[config.mk]
export PLATFORM = sky130hd
export DESIGN_NAME = alu32_seq
export DESIGN_NICKNAME = d
export VERILOG_FILES = /design/src/rtl/alu32_seq.sv
export SDC_FILE = /design/constraint.sdc
export NUM_CORES = 1
export LEC_CHECK = 0
export CORE_ASPECT_RATIO = 0.75
export CORE_MARGIN = 5
export CORE_UTILIZATION = 33
export DETAILED_ROUTE_END_ITERATION = 8
export PLACE_DENSITY = 0.65
export SYNTH_ARGS = -nofsm -noshare
export SYNTH_HDL_FRONTEND = slang
export SYNTH_SLANG_ARGS = --single-unit
[constraint.sdc]
create_clock -name CLK -period 5.4 [get_ports CLK]
set_input_delay 1.08 -clock CLK [delete_from_list [all_inputs] [get_ports CLK]]
set_output_delay 1.08 -clock CLK [all_outputs]
set_load 0.005 [all_outputs]
[src/rtl/alu32_seq.sv]
// ---------------------------------------------------------------------------
// alu32_seq -- byte-serial 32-bit ALU with an x86-style EFLAGS image.
//
// A request is captured in IDLE and processed one byte per cycle over four
// EXEC cycles, with the carry chained through a 1-bit register. The result
// is then held in DONE until the consumer takes it.
//
// Ports
//   CLK        in   1  sole clock, rising edge
//   RST        in   1  asynchronous reset, active-high
//   in_valid   in   1  request present
//   in_ready   out  1  request accepted on this edge when high with in_valid
//   op         in   3  0 ADD, 1 OR, 2 NOT, 3 DAA, 4 AND, 5 CLD, 6 SUB, 7 STD
//   a, b       in  32  operands (SUB computes b - a)
//   flags_in   in  32  EFLAGS image; bits not touched by op pass through
//   out_valid  out  1  result present (DONE state)
//   out_ready  in   1  result consumed
//   alu_out    out 32  result
//   flags_out  out 32  updated EFLAGS image
//   busy       out  1  high whenever the FSM is not IDLE
// ---------------------------------------------------------------------------
module alu32_seq (
  input  logic        CLK,
  input  logic        RST,
  input  logic        in_valid,
  output logic        in_ready,
  input  logic [2:0]  op,
  input  logic [31:0] a,
  input  logic [31:0] b,
  input  logic [31:0] flags_in,
  output logic        out_valid,
  input  logic        out_ready,
  output logic [31:0] alu_out,
  output logic [31:0] flags_out,
  output logic        busy
);

  localparam int F_CF = 0;
  localparam int F_PF = 2;
  localparam int F_AF = 4;
  localparam int F_ZF = 6;
  localparam int F_SF = 7;
  localparam int F_DF = 10;
  localparam int F_OF = 11;

  typedef enum logic [1:0] {
    S_IDLE = 2'd0,
    S_EXEC = 2'd1,
    S_DONE = 2'd2
  } state_e;

  typedef enum logic [2:0] {
    OP_ADD = 3'd0,
    OP_OR  = 3'd1,
    OP_NOT = 3'd2,
    OP_DAA = 3'd3,
    OP_AND = 3'd4,
    OP_CLD = 3'd5,
    OP_SUB = 3'd6,
    OP_STD = 3'd7
  } op_e;

  state_e      r_state;
  state_e      w_state_next;
  logic [1:0]  r_cnt;
  logic        r_carry;
  logic        r_af;
  op_e         r_op;
  logic [31:0] r_a;
  logic [31:0] r_b;
  logic [31:0] r_flags;
  logic [31:0] r_res;
  logic [31:0] r_flags_out;

  // Byte lanes of the captured operands.
  logic [7:0] w_a_bytes [4];
  logic [7:0] w_b_bytes [4];

  genvar gi;
  generate
    for (gi = 0; gi < 4; gi++) begin : g_lanes
      assign w_a_bytes[gi] = r_a[8*gi +: 8];
      assign w_b_bytes[gi] = r_b[8*gi +: 8];
    end
  endgenerate

  logic [7:0]  w_a_k;
  logic [7:0]  w_b_k;
  logic        w_is_sub;
  logic [7:0]  w_x;
  logic        w_cin;
  logic [8:0]  w_sum9;
  logic        w_nib_carry;
  logic        w_daa_lo_adj;
  logic        w_daa_hi_adj;
  logic [7:0]  w_daa_al1;
  logic [7:0]  w_daa_al;
  logic [7:0]  w_byte_res;
  logic [31:0] w_res_full;
  logic [31:0] w_flags_final;

  assign w_a_k    = w_a_bytes[r_cnt];
  assign w_b_k    = w_b_bytes[r_cnt];
  assign w_is_sub = (r_op == OP_SUB);

  // SUB is b + ~a + 1: the +1 enters as the carry-in of byte 0.
  assign w_x    = w_is_sub ? ~w_a_k : w_a_k;
  assign w_cin  = (r_cnt == 2'd0) ? w_is_sub : r_carry;
  assign w_sum9 = {1'b0, w_x} + {1'b0, w_b_k} + {8'd0, w_cin};

  // Carry into bit 4 recovered from the byte sum; meaningful on byte 0 only.
  assign w_nib_carry = w_sum9[4] ^ w_x[4] ^ w_b_k[4];

  // DAA decisions use the original AL and the captured AF/CF, so they stay
  // valid for the whole operation and can also drive the final flags.
  assign w_daa_lo_adj = (r_a[3:0] > 4'd9) || r_flags[F_AF];
  assign w_daa_al1    = w_daa_lo_adj ? (r_a[7:0] + 8'h06) : r_a[7:0];
  assign w_daa_hi_adj = (r_a[7:0] > 8'h99) || r_flags[F_CF];
  assign w_daa_al     = w_daa_hi_adj ? (w_daa_al1 + 8'h60) : w_daa_al1;

  always_comb begin
    w_byte_res = w_a_k;
    case (r_op)
      OP_ADD, OP_SUB: w_byte_res = w_sum9[7:0];
      OP_OR:          w_byte_res = w_a_k | w_b_k;
      OP_AND:         w_byte_res = w_a_k & w_b_k;
      OP_NOT:         w_byte_res = ~w_a_k;
      OP_DAA:         w_byte_res = (r_cnt == 2'd0) ? w_daa_al : w_a_k;
      default:        w_byte_res = w_a_k;
    endcase
  end

  // Full result as it will stand after the last byte (valid when r_cnt==3).
  assign w_res_full = {w_byte_res, r_res[23:0]};

  always_comb begin
    w_flags_final = r_flags;
    case (r_op)
      OP_ADD, OP_SUB: begin
        w_flags_final[F_CF] = w_sum9[8];
        w_flags_final[F_AF] = r_af;
        if (r_op == OP_ADD)
          w_flags_final[F_OF] = (r_a[31] == r_b[31]) && (w_res_full[31] != r_a[31]);
        else
          w_flags_final[F_OF] = (r_a[31] != r_b[31]) && (w_res_full[31] != r_b[31]);
        w_flags_final[F_ZF] = (w_res_full == 32'd0);
        w_flags_final[F_SF] = w_res_full[31];
        w_flags_final[F_PF] = ~^w_res_full[7:0];
      end
      OP_OR, OP_AND: begin
        w_flags_final[F_CF] = 1'b0;
        w_flags_final[F_OF] = 1'b0;
        w_flags_final[F_ZF] = (w_res_full == 32'd0);
        w_flags_final[F_SF] = w_res_full[31];
        w_flags_final[F_PF] = ~^w_res_full[7:0];
      end
      OP_DAA: begin
        w_flags_final[F_AF] = w_daa_lo_adj;
        w_flags_final[F_CF] = w_daa_hi_adj;
      end
      OP_CLD:  w_flags_final[F_DF] = 1'b0;
      OP_STD:  w_flags_final[F_DF] = 1'b1;
      default: w_flags_final = r_flags;
    endcase
  end

  // State register.
  always_ff @(posedge CLK or posedge RST) begin
    if (RST) begin
      r_state <= S_IDLE;
    end else begin
      r_state <= w_state_next;
    end
  end

  // Next-state logic.
  always_comb begin
    w_state_next = r_state;
    case (r_state)
      S_IDLE: if (in_valid) w_state_next = S_EXEC;
      S_EXEC: if (r_cnt == 2'd3) w_state_next = S_DONE;
      S_DONE: if (out_ready) w_state_next = S_IDLE;
      default: w_state_next = S_IDLE;
    endcase
  end

  // Datapath.
  always_ff @(posedge CLK or posedge RST) begin
    if (RST) begin
      r_cnt       <= 2'd0;
      r_carry     <= 1'b0;
      r_af        <= 1'b0;
      r_op        <= OP_ADD;
      r_a         <= 32'd0;
      r_b         <= 32'd0;
      r_flags     <= 32'd0;
      r_res       <= 32'd0;
      r_flags_out <= 32'd0;
    end else begin
      case (r_state)
        S_IDLE: begin
          if (in_valid) begin
            r_op    <= op_e'(op);
            r_a     <= a;
            r_b     <= b;
            r_flags <= flags_in;
            r_cnt   <= 2'd0;
            r_carry <= 1'b0;
          end
        end
        S_EXEC: begin
          r_res[{r_cnt, 3'b000} +: 8] <= w_byte_res;
          r_carry <= w_sum9[8];
          if (r_cnt == 2'd0) r_af <= w_nib_carry;
          if (r_cnt == 2'd3) r_flags_out <= w_flags_final;
          r_cnt <= r_cnt + 2'd1;
        end
        default: ;
      endcase
    end
  end

  // in_ready is gated by RST so it reads low for the whole reset pulse.
  assign in_ready  = (r_state == S_IDLE) && !RST;
  assign out_valid = (r_state == S_DONE);
  assign busy      = (r_state != S_IDLE);
  assign alu_out   = r_res;
  assign flags_out = r_flags_out;

endmodule
After elaboration in Yosys (flattened, before gate mapping). Cells that the tools add are included.

Bits in latches: 0. ROM bits: 0. Bits of input ports: 103. Bits in writable memories: 0. Memories kept: 0. Register bits after elaboration: 169. Output and inout bits: 67. Word-level logic and storage cells: 93.

Equality and inequality tests: 17. Shift-type cells: 2. $mul: 0. Div/mod/pow operators: 0. $add $sub $neg: 6. Mux-type cells: 28. Order comparisons: 3. Bitwise logic cells: 6. Reductions and logical operators: 21.

Operator list (count): 2-to-1 mux 8 bit (8); case mux 8 bit (5 select lines) (1); binary-select mux 8 bit (select 2 bit) (2); bitwise mux 32 bit (1); logical NOT 32 bit (1); variable shift 8 x 7 -> 32 bit, first input constant (1); variable part select 8 x 7 -> 32 bit (1); equality test 3 bit, second input constant (4); 2-to-1 mux 2 bit (5); adder 8 x 8 -> 9 bit (1); adder 9 x 1 -> 9 bit (1); adder 8 x 3 -> 8 bit, second input constant (1); adder 8 x 7 -> 8 bit, second input constant (1); AND 8 bit (1); > comparator 8 bit, second input constant (1); inverter 8 bit (1); OR 8 bit (1); case mux 1 bit (2 select lines) (4); AND reduction 2 bit (4); XNOR reduction 8 bit (1); negator 5 -> 7 bit (1); equality test 3 x 2 -> 1 bit, second input constant (2); case mux 2 bit (3 select lines) (1); equality test 2 bit, second input constant (2); other kinds (23) (36).

Longest topological paths before layout.
Word-level depth: 13. Gate-level depth with buffers: 16. Gate-level depth less buffers: 13.

Worst setup path after synthesis. No wires, ideal clock.

Path kind: reg2reg. From: register r_cnt[0]. To: register r_flags_out[6], in the netlist flags_out[6]. Stages on the path, launching flop included: 15. Arrival: 3.650 ns. Setup time: 0.092 ns. Buffers on the path: 3. Period minus slack after synthesis: 3.742 ns. Data required time: 5.308 ns. Slack: 1.658 ns. Cells stage by stage: dfrtp_1 -> buf_2 -> buf_6 -> inv_1 -> ha_1 -> clkbuf_1 -> mux2_2 -> fa_1 -> a211oi_1 -> o21bai_1 -> a21oi_1 -> xnor2_1 -> a221o_1 -> or4b_1 -> o31ai_2.

Longest elaborated chain between the ends: 11. Elaborated cells on any way between the ends: 21. Those cells by class: add/sub (2); eq/ne (1); mux (11); bitwise (4); reduce/logical (3).

RTL lines: start, declared (line 65) `logic [1:0] r_cnt;`; start signal, assigned (line 216) `r_cnt <= r_cnt + 2'd1;`; inverter 2 -> 3 bit (implied by the code) (line 102, 103); binary-select mux 8 bit (select 2 bit) (line 102) `assign w_a_k = w_a_bytes[r_cnt];`; 2-to-1 mux 8 bit (implied by the code) (2 in series) (line 102); inverter 8 bit (line 107, 127); 2-to-1 mux 8 bit (line 107) `assign w_x = w_is_sub ? ~w_a_k : w_a_k;`; adder 8 x 8 -> 9 bit (line 109) `assign w_sum9 = {1'b0, w_x} + {1'b0, w_b_k} + {8'd0, w_cin};`; adder 9 x 1 -> 9 bit (line 109); case mux 8 bit (5 select lines) (line 123) `case (r_op)`; logical NOT 32 bit (line 146, 153); 2-to-1 mux 2 bit; end signal, assigned (line 215) `if (r_cnt == 2'd3) r_flags_out <= w_flags_final;`; end, declared (line 73) `logic [31:0] r_flags_out;`.

Several ways; a longest one is shown, not always the timed one. The select of a mux whose other input is x is not followed. A chain may end at the register's enable or synchronous reset.

Worst setup path after layout.
From: register r_op[1]. To: register r_flags_out[6], in the netlist flags_out[6].

Longest elaborated chain between the ends: 7. Elaborated cells on any way between the ends: 15. Those cells by class: add/sub (2); eq/ne (5); mux (4); reduce/logical (4).

RTL lines: start, declared (line 68) `op_e r_op;`; start signal, assigned (line 203) `r_op <= op_e'(op);`; equality test 3 bit (line 104, 123, 138); 2-to-1 mux 8 bit (line 107); adder 8 x 8 -> 9 bit (line 109); adder 9 x 1 -> 9 bit (line 109); case mux 8 bit (5 select lines) (line 123); logical NOT 32 bit (line 146, 153); 2-to-1 mux 2 bit *.

Mark *: on every way between the ends. The rest lies on a longest branch, timed or not.

==> run summary <==
The run gives 0.3266 as the worst slew margin relative to its limit. The post-placement cell area is 10270 µm², and the area added between synthesis and finish is 32.04%. For the data required time of the worst path, the log shows 5.74 ns.

The repair_antennas step left the layout with diodes totalling 0. The run gives 8220 µm² as the area of the mapped netlist. The kind of end point of the critical path is a flip-flop. The tools report the total grt overflow as 0. Synthesis instantiated 57 different standard cells from the library. After synthesis, the cell types taking the most area are dfrtp_1 (51%), mux2_2 (17%), mux4_2 (3.0%). Based on the critical path, the design can be clocked at up to 0.2351 GHz.

The tools report the final-layout fill cell count as 2361. The fraction of final layout cells with drive strength greater than 1 is 0.2207. TritonCTS built the clock tree. Among all flip-flop cells after synthesis, the most frequent one is dfrtp_1. The worst reg2reg path startpoint was r_op[1]. The fraction of registers with async set or reset after synthesis is 1.000. The cell sitting at the root of the clock tree is a clkbuf_16. The first-pass detailed-route iteration total is 5, and the die extent in y is 146.7 µm. During I/O placement, the number of pins put on the boundary was 170. The clock latency reported for the late side of the worst-skew pair is 0.44 ns.

Once the clock tree was built, the setup fixing pass inserted 0 buffers. For hold timing, the worst endpoint is flags_out[7]. The DRC violation total after the first TritonRoute iteration was 342; the post-cts hold buffer count was 0. The worst hold path depth was 1; the number of flops mapped to enable cells by yosys was 0. The first global-routing pass estimated 35430 µm of wire. For the gate count of the mapped netlist, the log shows 677. The core box area is 24770 µm², and the reported leakage power is 4.465 nW. Setup repair after global routing left no endpoint under its margin.

The post-cts gate resize count was 0; the cell area after layout was 10850 µm². In this run, CTS created clock tree buffers numbering 17. For the residual antenna-violating net count after detailed routing, the log shows 0.

The critical path in this run is classified as flip-flop to flip-flop. During synthesis, Yosys emitted a total of 0 warnings. The die covers 28200 µm². Dividing the detail-routed wire length by the instance count gives 18.88 µm. The setup slack of the worst register-to-register path is 1.15 ns, and the slew at the pin with the worst max-slew slack is 0.9960 ns. The detail-routed via count per cell is 5.055. The pin count of the biggest net entering global routing came out at 70. Dividing the synthesized area by the synthesized cell count gives 12.14 µm². The logs give 0 for the number of failing hold endpoints at the final stage and 0.1619 for the overall track demand over capacity in global routing. The sequential-to-total area share from yosys stat is 0.5145.

Horizontal die dimension: 192.2 µm. The initialized floorplan defines 50 standard-cell rows. The initial antenna violation count came out at 3. The tools report the start point of the worst min-delay path as flags_out[7]. The top-area cell type share of the netlist area is 0.5145. The net count of the finished layout is 962.

Setup total negative slack on the finished layout was measured at 0 ns. The H-tree generated during clock tree synthesis spans 4 levels. The effective utilization at floorplan came out at 0.3318. Clock tree synthesis found a total of 169 sinks.

In this run the power density over the cells is 717.2 nW/µm². The tools report the max-capacitance violation count as 0. The biggest area contributor in the post-synthesis netlist is dfrtp_1.

The most critical setup path has its startpoint at r_op[1]. The kind of launch point of the worst setup path is a flip-flop. The run gives 0 as the max-slew violation total from the final report. The clock passes through at most 2 buffers.

The endpoint identified for the worst register-to-register timing path is flags_out[6]. For the worst setup path, the data arrival time is 4.59 ns. Setup violations remaining at the end of the flow were counted as 0.

The run gives 800 as the number of nets in the synthesized netlist. The run gives 0 as the number of remaining DRC errors. On the final layout, the worst clock skew is 0.01530 ns. The overall routed net length is 22460 µm, and the via count is 6016. Buffers placed on the I/O ports in this run total 169. VDD sags by at most 309.2 µV. The run gives 0.9001 as the final weighted congestion of routability-driven global placement.

The smallest clock period supported by the final layout is computed as 4.253 ns. The path class of the tightest hold or removal check is flip-flop to flip-flop. After clock tree synthesis, the clock-pin slew on the worst setup and hold paths is 0.07 ns. The maximum fanout along the worst path was 22; the via count of the first global-routing pass was 6148. The tools report the half-perimeter wire length after placement as 16830 µm. For the worst flop-to-flop path, the logic depth is 11. Post-route fraction of the period consumed by the critical path: 0.7876. After synthesis the netlist holds a flip-flop and latch count of 169.

The run finished with clean final reports.
[per-layer routing]
metal  share of wire  up-vias  global-route usage
li1                -     2786                   -
met1            0.48     3001              0.2345
met2            0.43      198              0.2321
met3           0.083       25             0.05664
met4           0.012        6             0.03956
met5          0.0015        -                   0
[synth_stat cells (4+ instances only)]
master,count
dfrtp_1,169
mux2_2,125
nand2_1,50
o21ai_0,45
nor2_1,27
clkbuf_1,24
inv_1,24
a22o_1,21
a21oi_1,19
ha_1,18
nor3_1,14
mux4_2,11
xnor2_1,11
xor2_1,11
nor2b_1,10
a211oi_1,7
buf_1,7
mux2i_1,7
nand2b_1,6
nor4_1,5
buf_2,4
[stage by stage]
step | worst slack [ns] | instances | total power [W] | utilization | hold WS (ns)
2_1_floorplan | 1.658 | 677 | 0.005108 | - | 0.4507
3_3_place_gp | 1.268 | 1158 | 0.006522 | 0.4146 | 0.4630
3_5_place_dp | 1.210 | 1158 | 0.006567 | 0.4146 | 0.4690
4_1_cts | 1.202 | 1190 | 0.007815 | 0.4381 | 0.4845
5_1_grt | 0.8934 | 1190 | 0.008338 | 0.4381 | 0.5052
6_report | 1.147 | 1190 | 0.007785 | 0.4381 | 0.4834
[report_power, final]
group	leakage, nW	internal (W)	switching, W
clock	0.285	0.000662	0.000550
sequential	2.07	0.00186	0.000457
combinational	2.11	0.00205	0.00221
total	4.47	0.00457	0.00322
[worst max-delay path by stage]
| stage | end |
|---|---|
| after CTS | flags_out[6] |
| after detailed placement | flags_out[6] |
| after global routing | flags_out[6] |
| after global placement | flags_out[6] |
| final | flags_out[6] |
| after floorplan | flags_out[6] |
[critical path: stages (launching register included)]
cell	delay, ns
dfrtp_1	0.77
nand2b_1	0.24
nor2_1	0.44
buf_4	0.24
xor2_1	0.19
inv_1	0.08
fa_1	0.43
xnor2_1	0.18
a2111oi_2	0.68
nand4b_1	0.16
or4b_1	0.55
o31ai_2	0.18
[sequential cells by signal (all words and copies together) (netlist names)]
register and flops:
r_carry 1, r_flags 32, r_a 32, r_state 2, r_b 32, alu_out 32, r_af 1, r_cnt 2
r_op 3, flags_out 32
[kinds of logic after synthesis]
logic type | after synthesis | share of synthesized area
AOI/OAI and AO/OA | 124 | 0.1002
xor gates and xnor gates | 22 | 0.02344
adders and majority gates | 20 | 0.03227
buffers and inverters | 61 | 0.03029
DFF | 169 | 0.5145
muxes | 146 | 0.2195
and+or+nand+nor | 135 | 0.07991
[layout make-up]
type                    instances  area (µm²)  share of cell area
repair buffers                180        1774              0.1635
multi-input cells             447        3752              0.3457
clock inverters                13       138.9             0.01280
well taps                     338       422.9             0.03896
clock buffers                  19       442.9             0.04081
flip-flops and latches        169        4229              0.3896
inverters                      24       93.84            0.008646
[cells in the final DEF (no fill, tap or decap), types with 17 or more instances in the layout]
cell type	synthesis	layout
dfrtp_1	169	169
a21oi_1	19	19
mux2_2	125	125
ha_1	18	18
clkdlybuf4s50_1	0	169
nand2_1	50	49
inv_1	24	23
a22o_1	21	21
o21ai_0	45	45
nor2_1	27	26
clkbuf_16	0	17
No activity file was read; power rests on OpenSTA's default activity.
==> RTL change (same flow settings) <==
Encoding of `state_e`: now one-hot (3 bits for 3 states).
--- a/src/rtl/alu32_seq.sv
+++ b/src/rtl/alu32_seq.sv
@@ -43,10 +43,10 @@
   localparam int F_DF = 10;
   localparam int F_OF = 11;
 
-  typedef enum logic [1:0] {
-    S_IDLE = 2'd0,
-    S_EXEC = 2'd1,
-    S_DONE = 2'd2
+  typedef enum logic [2:0] {
+    S_IDLE = 3'b001,
+    S_EXEC = 3'b010,
+    S_DONE = 3'b100
   } state_e;
 
   typedef enum logic [2:0] {
Formal check against the unedited RTL: no difference found for any inputs over 4 cycles, from zero or initial values and one cycle with RST high; so few cycles prove little.
==> RTL change against the original RTL <==
  * Setup slack improved by 210 ps
  * Sequential cell count is 1 higher
  * Power down 14%
  * Synthesized area rose by 0.52%
  * Fmax up 5.3%
  * Critical path depth increased by 3
  * Design area fell by 0.54%
  * Routed wire length is 7.6% higher
  * Critical path type unchanged
==> RTL change: results (changes against the original RTL) <==
set qor(first_iter_violations) 558 ;# +63%
set qor(grt_util_met3_pct) 5.15 ;# -0.51 points
set qor(fin_skew_ps) 10.5 ;# -4.83 ps
set qor(place_worst_setup_slack_ps) 1440 ;# +234 ps
set qor(yosys-top-cells-area) {sky130_fd_sc_hd__dfrtp_1 (51%), sky130_fd_sc_hd__nand2_1 (19%), sky130_fd_sc_hd__mux4_2 (3.8%)}
set qor(cts-buffers-inserted) 17 ;# unchanged
set qor(first_global_vias) 7011 ;# +14%
set qor(ys_seq_area_share_pct) 51.5 ;# +0.053 points
set qor(synth.top_cells.by_count) {sky130_fd_sc_hd__nand2_1 (413), sky130_fd_sc_hd__dfrtp_1 (169), sky130_fd_sc_hd__o21ai_0 (47)}
set qor(ratio_of_routed_vias_to_standard_cells) 4.90 ;# -3.0%
set qor(antenna_found_initial) 0 ;# -3
set qor(max_slew.worst_pin.slew_ps) 1110 ;# +119 ps
set qor(synthesis.yosys.warnings) 0 ;# unchanged
set qor(drtPass1Iterations) 4 ;# -1
set qor(hold_path.class) {flip-flop to flip-flop}
set qor(grt_first_pass_wirelength_um) 38700 ;# +9.1%
set qor(hpwl_um) 17100 ;# +1.5%
set qor(synthesis.nets) 1048 ;# +31%
set qor(root_buffer) {sky130_fd_sc_hd__clkbuf_16}
set qor(met2_grt_util_pct) 26.0 ;# +2.8 points
set qor(post_cts_resize_count) 0 ;# unchanged
set qor(global_route.peak_usage_layer) {met2}
set qor(synthArstFlopShare_pct) 100 ;# unchanged
set qor(dominantRegCellSynth) {sky130_fd_sc_hd__dfrtp_1}
set qor(ctsHtreeMaxLevel) 4 ;# unchanged
set qor(num_antenna_cells) 0 ;# unchanged
set qor(drive_gt1_share_pct) 6.01 ;# -16 points
set qor(totalWireLength_um) 24200 ;# +7.6%
set qor(final_nets) 1191 ;# +24%
set qor(grt_use_met1_pct) 24.8 ;# +1.3 points
set qor(clkTransAtPathRegs_ps) 70 ;# about the same
set qor(cts-hold-fix-buffers) 0 ;# unchanged
set qor(pin_count_of_the_biggest_net_entering_global_routing) 171 ;# +140%
set qor(outcome) {complete, no violations}
set qor(port_buffers) 169 ;# unchanged
set qor(grt_usage_pct) 17.4 ;# +1.2 points
set qor(cts_setup_buffers) 0 ;# unchanged
set qor(yosys.cell_types.count) 56 ;# -1.8%
set qor(p_leak_nw) 5.06 ;# +13%
set qor(critical_path_peak_fanout) 20 ;# -9.1%
set qor(ir_worst_vdd_mv) 0.291 ;# -6.0%
set qor(later_pin_clock_latency_in_the_skew_report_ps) 440 ;# about the same
set qor(max-clock-path-buffers) 2 ;# unchanged
set qor(gp_congestion) 0.898 ;# -0.21%
set qor(cp_data_arrival_time_ps) 4380 ;# -210 ps
set qor(synth_enable_flop_cells) 0 ;# unchanged
RTL change: final timing paths:
kind	start	end	slack, ps	depth (start not counted)
min in group asynchronous	RST	flags_out[14]	1230	3
max in group asynchronous	RST	r_a[5]	3410	3
hold reg to reg	r_flags[19]	flags_out[19]	470	2
setup / recovery	r_op[2]	flags_out[6]	1360	14
setup reg to reg	r_op[2]	flags_out[6]	1360	14
hold / removal	r_flags[19]	flags_out[19]	470	2
RTL change: critical path: stages, from the launching register on:
cell and delay (ps):
sky130_fd_sc_hd__dfrtp_1 800, sky130_fd_sc_hd__inv_1 290, sky130_fd_sc_hd__or2_2 500, sky130_fd_sc_hd__xnor2_1 190, sky130_fd_sc_hd__fa_1 440, sky130_fd_sc_hd__inv_1 90
sky130_fd_sc_hd__fa_1 200, sky130_fd_sc_hd__nor2b_1 50, sky130_fd_sc_hd__o21a_1 200, sky130_fd_sc_hd__o21a_1 180, sky130_fd_sc_hd__nor3_1 160, sky130_fd_sc_hd__a311oi_1 70
sky130_fd_sc_hd__o31a_1 420, sky130_fd_sc_hd__nor3b_2 190, sky130_fd_sc_hd__a21o_1 150
RTL change: routing by layer:
layer	part of all wire, %	vias to the layer above
li1	-	3331
met1	47	3391
met2	45	205
met3	7.1	31
met4	1.6	0
met5	0	-
RTL change: where the power goes:
group	internal (mW)	switching [mW]	total [mW]
clock network	0.655	0.569	1.22
registers	1.77	0.417	2.18
logic	1.40	1.89	3.29
RTL change: stage by stage:
| step | std cells | cell area, um^2 |
|---|---|---|
| floorplan | 925 | 8270 |
| CTS | 1419 | 10800 |
| global route | 1419 | 10800 |
| detailed placement | 1387 | 10200 |
| global placement | 1387 | 10200 |
| finish | 1419 | 10800 |
RTL change: cells by family after synthesis:
kind of cell               synth area share [%]
xor gates and xnor gates                   2.33
adders and majority gates                  3.21
DFF                                        51.5
and+or+nand+nor                            24.1
AOI/OAI and AO/OA                          9.92
buffers and inverters                      3.89
muxes                                      5.07
RTL change: final cells by class:
type                       instances  area, um^2
fill                            2434       14000
inverter                          23        90.1
sequential                       170        4260
timing repair buffer             175        1750
multi-input combinational        681        3700
clock buffer                      17         425
tap                              338         423
clock inverter                    15         156
